## config.mk

```make
export PLATFORM = sky130hd
export DESIGN_NAME = if_fetch_queue
export DESIGN_NICKNAME = d
export VERILOG_FILES = /design/src/rtl/if_fetch_queue.sv
export SDC_FILE = /design/constraint.sdc
export NUM_CORES = 1
export LEC_CHECK = 0
export ABC_AREA = 1
export CAP_MARGIN = 10
export CORE_ASPECT_RATIO = 0.5
export CORE_MARGIN = 3
export CORE_UTILIZATION = 59
export DETAILED_ROUTE_END_ITERATION = 10
export HOLD_SLACK_MARGIN = 0.15
export PLACE_DENSITY = 0.92
export SETUP_SLACK_MARGIN = 0.4
export SLEW_MARGIN = 0
export SYNTH_ARGS = -nofsm -noshare
export SYNTH_HDL_FRONTEND = slang
export SYNTH_SLANG_ARGS = --single-unit
```

## constraint.sdc

```tcl
create_clock -name clk -period 8.4 [get_ports clk]
set_clock_uncertainty 0.2 [all_clocks]
set_input_delay 1.68 -clock clk [delete_from_list [all_inputs] [get_ports clk]]
set_output_delay 1.68 -clock clk [all_outputs]
set_load 0.02 [all_outputs]
```

## src/rtl/if_fetch_queue.sv

```systemverilog
// ---------------------------------------------------------------------------
// if_fetch_queue
// Instruction-fetch front end. It issues SRAM-like fetch requests, keeping up
// to OUTSTANDING of them in flight. Returned words are buffered in a
// QDEPTH-entry queue feeding ID. Redirects empty the queue. Any responses
// still in flight at that point are dropped by a discard counter as they
// arrive.
//
// Optional feature, enabled by the macro IF_FQ_BYPASS_EN:
//   When the queue is empty and nothing is pending discard, a response is
//   forwarded combinationally to ID in the cycle it arrives.
//
// Ports
//   clk, resetn                  clock, async active-low reset
//   br_valid/br_pc               ID branch redirect (pulse) and target
//   flush_valid/flush_pc         WB exception/ertn redirect; wins over branch
//   inst_sram_*                  SRAM-like instruction port (read only)
//   if_to_id_valid/_bus          queue head to ID: {adef, inst, pc}
//   id_allowin                   ID takes the head this cycle
// ---------------------------------------------------------------------------
module if_fetch_queue #(
  parameter int          OUTSTANDING = 2,
  parameter int          QDEPTH      = 4,
  parameter logic [31:0] RESET_PC    = 32'h1c000000
) (
  input  logic        clk,
  input  logic        resetn,
  input  logic        br_valid,
  input  logic [31:0] br_pc,
  input  logic        flush_valid,
  input  logic [31:0] flush_pc,
  output logic        inst_sram_req,
  output logic        inst_sram_wr,
  output logic [1:0]  inst_sram_size,
  output logic [3:0]  inst_sram_wstrb,
  output logic [31:0] inst_sram_wdata,
  output logic [31:0] inst_sram_addr,
  input  logic        inst_sram_addr_ok,
  input  logic        inst_sram_data_ok,
  input  logic [31:0] inst_sram_rdata,
  output logic        if_to_id_valid,
  input  logic        id_allowin,
  output logic [64:0] if_to_id_bus
);

  localparam int CW  = $clog2(OUTSTANDING) + 1;
  localparam int QW  = $clog2(QDEPTH) + 1;
  localparam int FPW = (OUTSTANDING > 1) ? $clog2(OUTSTANDING) : 1;
  localparam int QPW = (QDEPTH > 1) ? $clog2(QDEPTH) : 1;
  localparam logic [CW-1:0] OUT_W   = CW'(OUTSTANDING);
  localparam logic [QW:0]   QDEP_W  = (QW+1)'(QDEPTH);

  logic [31:0]    fpc;
  logic           halt;
  logic [CW-1:0]  inflight;
  logic [CW-1:0]  discard;
  logic [QW-1:0]  qcount;
  logic [31:0]    pc_fifo [OUTSTANDING];
  logic [FPW-1:0] pf_wr, pf_rd;
  logic [64:0]    q_mem [QDEPTH];
  logic [QPW-1:0] q_wr, q_rd;

  logic        redirect, aligned, q_valid, q_full;
  logic        hs, resp, resp_live, adef_push, q_push, q_pop, byp_take;
  logic [31:0] target;
  logic [QW:0] used;
  logic [64:0] resp_entry, push_entry;

  function automatic logic [FPW-1:0] pf_next(input logic [FPW-1:0] p);
    return (p == FPW'(OUTSTANDING - 1)) ? '0 : p + 1'b1;
  endfunction

  function automatic logic [QPW-1:0] q_next(input logic [QPW-1:0] p);
    return (p == QPW'(QDEPTH - 1)) ? '0 : p + 1'b1;
  endfunction

  assign inst_sram_wr    = 1'b0;
  assign inst_sram_size  = 2'b10;
  assign inst_sram_wstrb = 4'b0000;
  assign inst_sram_wdata = 32'h0;
  assign inst_sram_addr  = fpc;

  assign redirect = br_valid | flush_valid;
  assign target   = flush_valid ? flush_pc : br_pc;
  assign aligned  = (fpc[1:0] == 2'b00);
  assign q_valid  = (qcount != '0);
  assign q_full   = (qcount == QW'(QDEPTH));
  // Credit: every in-flight request already owns a queue slot.
  assign used     = (QW+1)'(inflight) + (QW+1)'(qcount);

  assign inst_sram_req = resetn & ~redirect & ~halt & aligned &
                         (inflight < OUT_W) & (used < QDEP_W);
  assign hs        = inst_sram_req & inst_sram_addr_ok;
  // A response with nothing in flight is a protocol error and is ignored.
  assign resp      = inst_sram_data_ok & (inflight != '0);
  assign resp_live = resp & (discard == '0) & ~redirect;
  assign adef_push = ~redirect & ~halt & ~aligned & (inflight == '0) & ~q_full;

  assign resp_entry = {1'b0, inst_sram_rdata, pc_fifo[pf_rd]};
  assign push_entry = adef_push ? {1'b1, 32'h0, fpc} : resp_entry;

`ifdef IF_FQ_BYPASS_EN
  logic byp;
  assign byp      = resp_live & ~q_valid;
  assign byp_take = byp & id_allowin;
  always_comb begin
    if_to_id_valid = q_valid | byp;
    if_to_id_bus   = '0;
    if (q_valid)  if_to_id_bus = q_mem[q_rd];
    else if (byp) if_to_id_bus = resp_entry;
  end
`else
  assign byp_take = 1'b0;
  always_comb begin
    if_to_id_valid = q_valid;
    if_to_id_bus   = '0;
    if (q_valid) if_to_id_bus = q_mem[q_rd];
  end
`endif

  assign q_pop  = q_valid & id_allowin;
  assign q_push = (resp_live & ~byp_take) | adef_push;

  always_ff @(posedge clk or negedge resetn) begin
    if (!resetn) begin
      fpc      <= RESET_PC;
      halt     <= 1'b0;
      inflight <= '0;
      discard  <= '0;
      qcount   <= '0;
      pf_wr    <= '0;
      pf_rd    <= '0;
      q_wr     <= '0;
      q_rd     <= '0;
    end else begin
      inflight <= inflight + CW'(hs) - CW'(resp);
      if (hs)   pf_wr <= pf_next(pf_wr);
      if (resp) pf_rd <= pf_next(pf_rd);
      if (redirect) begin
        fpc     <= target;
        halt    <= 1'b0;
        // Everything still outstanding after this cycle belongs to the old path.
        discard <= inflight - CW'(resp);
        qcount  <= '0;
        q_wr    <= '0;
        q_rd    <= '0;
      end else begin
        if (hs)                        fpc     <= fpc + 32'd4;
        if (adef_push)                 halt    <= 1'b1;
        if (resp && discard != '0)     discard <= discard - 1'b1;
        qcount <= qcount + QW'(q_push) - QW'(q_pop);
        if (q_push) q_wr <= q_next(q_wr);
        if (q_pop)  q_rd <= q_next(q_rd);
      end
    end
  end

  always_ff @(posedge clk) begin
    if (hs)                  pc_fifo[pf_wr] <= fpc;
    if (q_push && !redirect) q_mem[q_wr]    <= push_entry;
  end

  a_no_orphan_resp: assert property (@(posedge clk) disable iff (!resetn)
    inst_sram_data_ok |-> (inflight != '0));

endmodule

```

After elaboration in Yosys (flattened, before gate mapping):

Memory sizes are Yosys's and may differ from the RTL's.
Cells that the tools add are included.

* register bits after elaboration: 46
* memory bits (writable): 324
* input port bits: 103
* output and inout port bits: 138
* word-level logic and storage cells: 84
* memories: 2

Memory list
* q_mem: depth 4, width 65, read ports 1, clocked after Yosys merged registers in 0, wr ports 1, RTL line 60 `logic [64:0] q_mem [QDEPTH];`
* pc_fifo: depth 2, width 32, read ports 1, clocked after Yosys merged registers in 0, wr ports 1, RTL line 58 `logic [31:0] pc_fifo [OUTSTANDING];`

* add/sub/neg operators: 12
* $lt $le $gt $ge: 2
* equality and inequality tests: 3
* mux-type cells: 22
* bitwise logic cells: 20
* reduce and logical (&&, ||, !) cells: 14

Operators by type and width (number)
* 65-bit 2-to-1 mux: 2
* 32-bit 2-to-1 mux: 3
* 32-bit by 3-bit adder with 32-bit output (second input constant): 1
* 2-bit 2-to-1 mux: 8
* 1-bit bitwise AND: 14
* 2-bit nonzero test: 7
* 1-bit 2-to-1 mux: 8
* 2-bit logical NOT: 3
* 2-bit by 1-bit adder with 2-bit output (second input constant): 2
* 2-bit by 3-bit adder with 4-bit output: 1
* 2-bit equality test (second input constant): 2
* 4-bit by 3-bit less-than comparator with 1-bit output (second input constant): 1
* 1-bit inverter: 4
* 2-bit by 1-bit subtractor with 2-bit output: 2
* 3-bit by 1-bit adder with 3-bit output: 1
* 3-bit equality test (second input constant): 1
* 3-bit 2-to-1 mux: 1
* 3-bit nonzero test: 1
* 3-bit by 1-bit subtractor with 3-bit output: 1
* 1-bit adder (second input constant): 2
* 2-bit by 1-bit adder with 2-bit output: 1
* 1-bit logical AND: 2
* 2-bit less-than comparator (second input constant): 1
* 1-bit bitwise OR: 2
* 2 further kinds: 2

Longest topological paths before layout:

* depth in word-level cells: 10
* gate-level depth with buffers: 13
* depth with buffers taken out: 11

Worst setup path before layout:

No wires, ideal clock.

* path kind: input-to-reg
* from: input port br_valid
* to: memory q_mem[0][0], enable pin
* setup time: 488 ps
* data arrival time: 5329 ps
* data required time: 7712 ps
* setup slack: 2383 ps
* cell stages on the path: 9
* path buffers: 2
* path through: buf_2 -> nor2_8 -> nand2_4 -> nor3_2 -> nand2_1 -> buf_4 -> nand2_4 -> inv_1 -> nor2_1

* word-level cells in the longest chain between the ends: 10
* elaborated cells on any way between the ends: 12
* those cells by class: 2 x mux; 8 x bitwise; 2 x reduce/logical

RTL lines
* start: declaration: RTL line 28 `input logic br_valid,`
* 1-bit bitwise OR *: RTL line 83 `assign redirect = br_valid | flush_valid;`
* 1-bit inverter: RTL line 96, 97
* 1-bit bitwise AND (4 in series): RTL line 97 `assign adef_push = ~redirect & ~halt & ~aligned & (inflight == '0) & ~q_full;`
* 1-bit bitwise OR: RTL line 122 `assign q_push = (resp_live & ~byp_take) | adef_push;`
* 1-bit logical AND *: RTL line 160 `if (q_push && !redirect) q_mem[q_wr] <= push_entry;`
* 1-bit 2-to-1 mux *: RTL line 160
* 1-bit 2-to-1 mux (not written as such) *: RTL line 160
* end: declaration: RTL line 60

Every way passes the cells marked *; elsewhere a longest branch is shown, timed or not.

Final worst setup path:

* from: input port br_valid
* to: output port inst_sram_req

* word-level cells in the longest chain between the ends: 7

RTL lines
* 1-bit bitwise OR: RTL line 83
* 1-bit inverter: RTL line 91 `assign inst_sram_req = resetn & ~redirect & ~halt & aligned &`
* 1-bit bitwise AND (4 in series): RTL line 91
* 1-bit bitwise AND: RTL line 92 `(inflight < OUT_W) & (used < QDEP_W);`
* end: declaration: RTL line 32 `output logic inst_sram_req,`

No other way between the ends.

==> flow_metrics.py <==
metrics = {
    "placed_design": {
        "postPlaceCellArea_um2": 18800,
        "dp_cells": 2130,
        "place_hpwl_mm": 25.0,
        "pre_cts_ws_ps": 2090,
        "port-buffer-count": 201,
        "gp_congestion": 0.855,
    },
    "run": {
        "maxCapViolations": 0,
    },
    "final_layout": {
        "syn_to_final_growth_pct": 18.0,
        "n_antenna_cell": 0,
        "num-nets-final": 1905,
        "fin_cells": 2185,
        "fillers": 1738,
        "final_util": 0.727,
        "final_area_um2": 19700,
        "final_layout_size_suffix_gt1_frac": 0.0596,
    },
    "sta": {
        "fin_crit_ps": 6180,
        "drv_slew": 0,
        "slew_headroom": 0.225,
        "layout_setup_ws_ps": 2220,
        "final.setup.tns_ps": 0,
        "setup_viol": 0,
        "fmax_mhz": 162,
        "whs_ps": 351,
        "fin_crit_sh": 0.735,
        "final_hold_viol_count": 0,
        "rsz0062_at_grt": "no",
        "worst_pin_slew_ps": 1160,
    },
    "hold_path": {
        "holdPathEnd": "inflight[0]",
        "worstHoldPathType": "flip-flop to flip-flop",
        "holdCritStartpoint": "inflight[0]",
        "holdPathStages": 1,
    },
    "synth": {
        "syn_area_per_cell_um2": 10.3,
        "synth_top_area_frac": 0.581,
        "synth.most_common_cell": "nor2_1",
        "yosys-top-cells-area": "edfxtp_1 58%, nor2_1 9.9%, dfrtp_1 6.4%",
        "synth_common_cells": "443 x nor2_1, 324 x edfxtp_1, 203 x nand2_1, 154 x o21ai_0, 110 x a21oi_1",
        "synth.distinct_cells": 45,
        "post-synth-top-area-cell": "edfxtp_1",
        "synth-seq-area-share": 0.650,
        "netlist_instances": 1629,
        "yosysWarnings": 0,
        "synth_edf_count": 324,
        "synth_ff_type": "edfxtp_1",
        "netlist_area_um2": 16700,
        "synth_seq_cells": 370,
        "synthArstFlopShare": 0.124,
    },
    "floorplanning": {
        "fp.dieArea_um2": 30500,
        "ios": 241,
        "die_h_um": 125,
        "die_w_um": 244,
        "core_um2": 27200,
        "start_util": 0.616,
        "num_rows": 42,
    },
    "grt": {
        "grt_pass1_wl_mm": 64.2,
        "antenna_found_initial": 0,
        "gr-usage-all-layers": 0.264,
        "busiest_layer": "met2",
        "grt-ovfl-total": 0,
        "grt_pass1_vias": 11976,
        "grt_max_degree": 88,
        "use_met3": 0.0357,
        "use_met2": 0.455,
        "grtUsageMet1": 0.351,
    },
    "critical_path": {
        "worstSetupPathType": "input port to output port",
        "critPathMaxStageDelay_ps": 770,
        "crit_path_start_kind": "input port",
        "r2r_slack_ps": 4790,
        "crit_path_end_kind": "output port",
        "timing.rr.end": "q_mem[1][26]",
        "cp_data_arrival_time_ps": 4300,
        "path_cells": "clkdlybuf4s50_1 > nor2_8 > nand2_4 > nor4_1 > clkdlybuf4s50_1",
        "cp.required_ps": 6520,
        "slowest_stage": "clkdlybuf4s50_1",
        "critical_path_peak_fanout": 49,
        "r2r_cells": 9,
        "critPathTopFamily": "buffers and inverters",
        "rr_startpoint": "inflight[1]",
        "path_buf_inv": 2,
        "crit_top_cell": "clkdlybuf4s50_1",
    },
    "clocking": {
        "cts_buffers": 31,
        "cts_sinks": 370,
        "cts_resized": 0,
        "cts_tree": "done",
        "cts_setup_buffers": 0,
        "clk_pin_slew_ps": 70,
        "cts-root-buf": "clkbuf_16",
        "insertion_delay_ps": 570,
        "clk_path_buf_depth": 3,
        "cts_hold_buf": 0,
        "htreeDepth": 1,
    },
    "route": {
        "drt-vias-per-instance": 5.71,
        "wl_mm": 41.0,
        "drt_iter0_drc": 1625,
        "firstDrtPassIters": 6,
        "drc": 0,
        "drtAntennaViolNets": 0,
        "dr_total_vias": 12482,
        "routedWlPerCell_um": 18.8,
    },
    "power_and_ir_drop": {
        "irDropWorstVdd_uv": 178,
        "p_per_area_nw_per_um2": 231,
        "p_leak_nw": 7.24,
        "p_total_mw": 4.55,
    },
    "run_status": {
        "status": "completed",
    },
}
==> power by group <==
part           internal (mW)  switching [mW]
combinational          0.294           0.601
clock                  0.716           0.651
sequential              2.20          0.0903
total                   3.21            1.34
==> registers in the layout (all words and copies together), names as in the netlist, 2 cells and up <==
signal and flops:
q_mem 260, pc_fifo 64, inst_sram_addr 32, qcount 3, discard 2, inflight 2, q_rd 2, q_wr 2
==> worst reg2reg max path, cell delays in order, from the launching register on <==
cell,delay (ps)
dfrtp_1,440
inv_1,130
nand2_1,70
nor3_2,170
nand2_2,50
buf_4,320
nand2_4,190
inv_1,180
nor2_4,890
buf_4,590
==> kinds of logic (layout without fill, tap and decap cells) <==
family                   after synthesis  count (layout)  share of synthesized area
AO/OA/AOI/OAI                        322             322                      0.103
XOR/XNOR                              13              13                    0.00680
adder cells (fa/ha/maj)               13              13                     0.0102
buffers and inverters                204             349                     0.0602
flip-flops                           370             370                      0.650
other                                  2              39                   0.000449
AND/OR/NAND/NOR                      705             705                      0.169
==> cells in the final DEF, fill, tap and decap left out, types with 4 or more instances in the layout <==
cell type        synthesis  final
nor2_1                 443    436
edfxtp_1               324    324
nand2_1                203    202
clkdlybuf4s50_1          0    200
o21ai_0                154    154
a21oi_1                110    110
inv_1                   75     74
dfrtp_1                 43     41
conb_1                   2     39
a31oi_1                 34     34
clkbuf_16                0     31
nand3_1                 27     27
buf_4                   42     16
ha_1                    12     12
clkinv_2                 0     10
xor2_1                   8      8
nor2_2                   6      8
nor2_4                   2      7
nand3b_1                 6      6
a21oi_2                  6      6
xnor2_1                  5      5
o211ai_1                 5      5
clkbuf_1                47      5
o21bai_1                 4      4
clkinv_4                 0      4
==> how the worst max path moves through the flow <==
| stage | startpoint | to | slack [ps] | cells past startpoint |
|---|---|---|---|---|
| floorplan | br_valid | q_mem[0][0] | 2380 | 9 |
| global placement | br_valid | q_mem[1][7] | 2230 | 10 |
| detailed placement | br_valid | q_mem[1][10] | 2090 | 10 |
| CTS | br_valid | inst_sram_req | 2280 | 5 |
| global route | br_valid | inst_sram_req | 2080 | 5 |
| finish | br_valid | inst_sram_req | 2220 | 5 |
==> cell type report <==
type                            count  area (µm²)  share of cell area
Clock buffer                       36         795              0.0402
Inverter                           77         290              0.0147
Tap cell                          374         468              0.0237
Sequential cell                   370       10900               0.552
Multi-Input combinational cell   1092        5020               0.254
Timing Repair Buffer              217        2130               0.108
Clock inverter                     19         150             0.00760
==> metal layers <==
| metal | vias up | part of all wire |
|---|---|---|
| li1 | 5763 | - |
| met1 | 5927 | 0.38 |
| met2 | 691 | 0.50 |
| met3 | 101 | 0.091 |
| met4 | 0 | 0.028 |
| met5 | - | 0 |
Note: power is estimated with default switching activity, not from simulation.
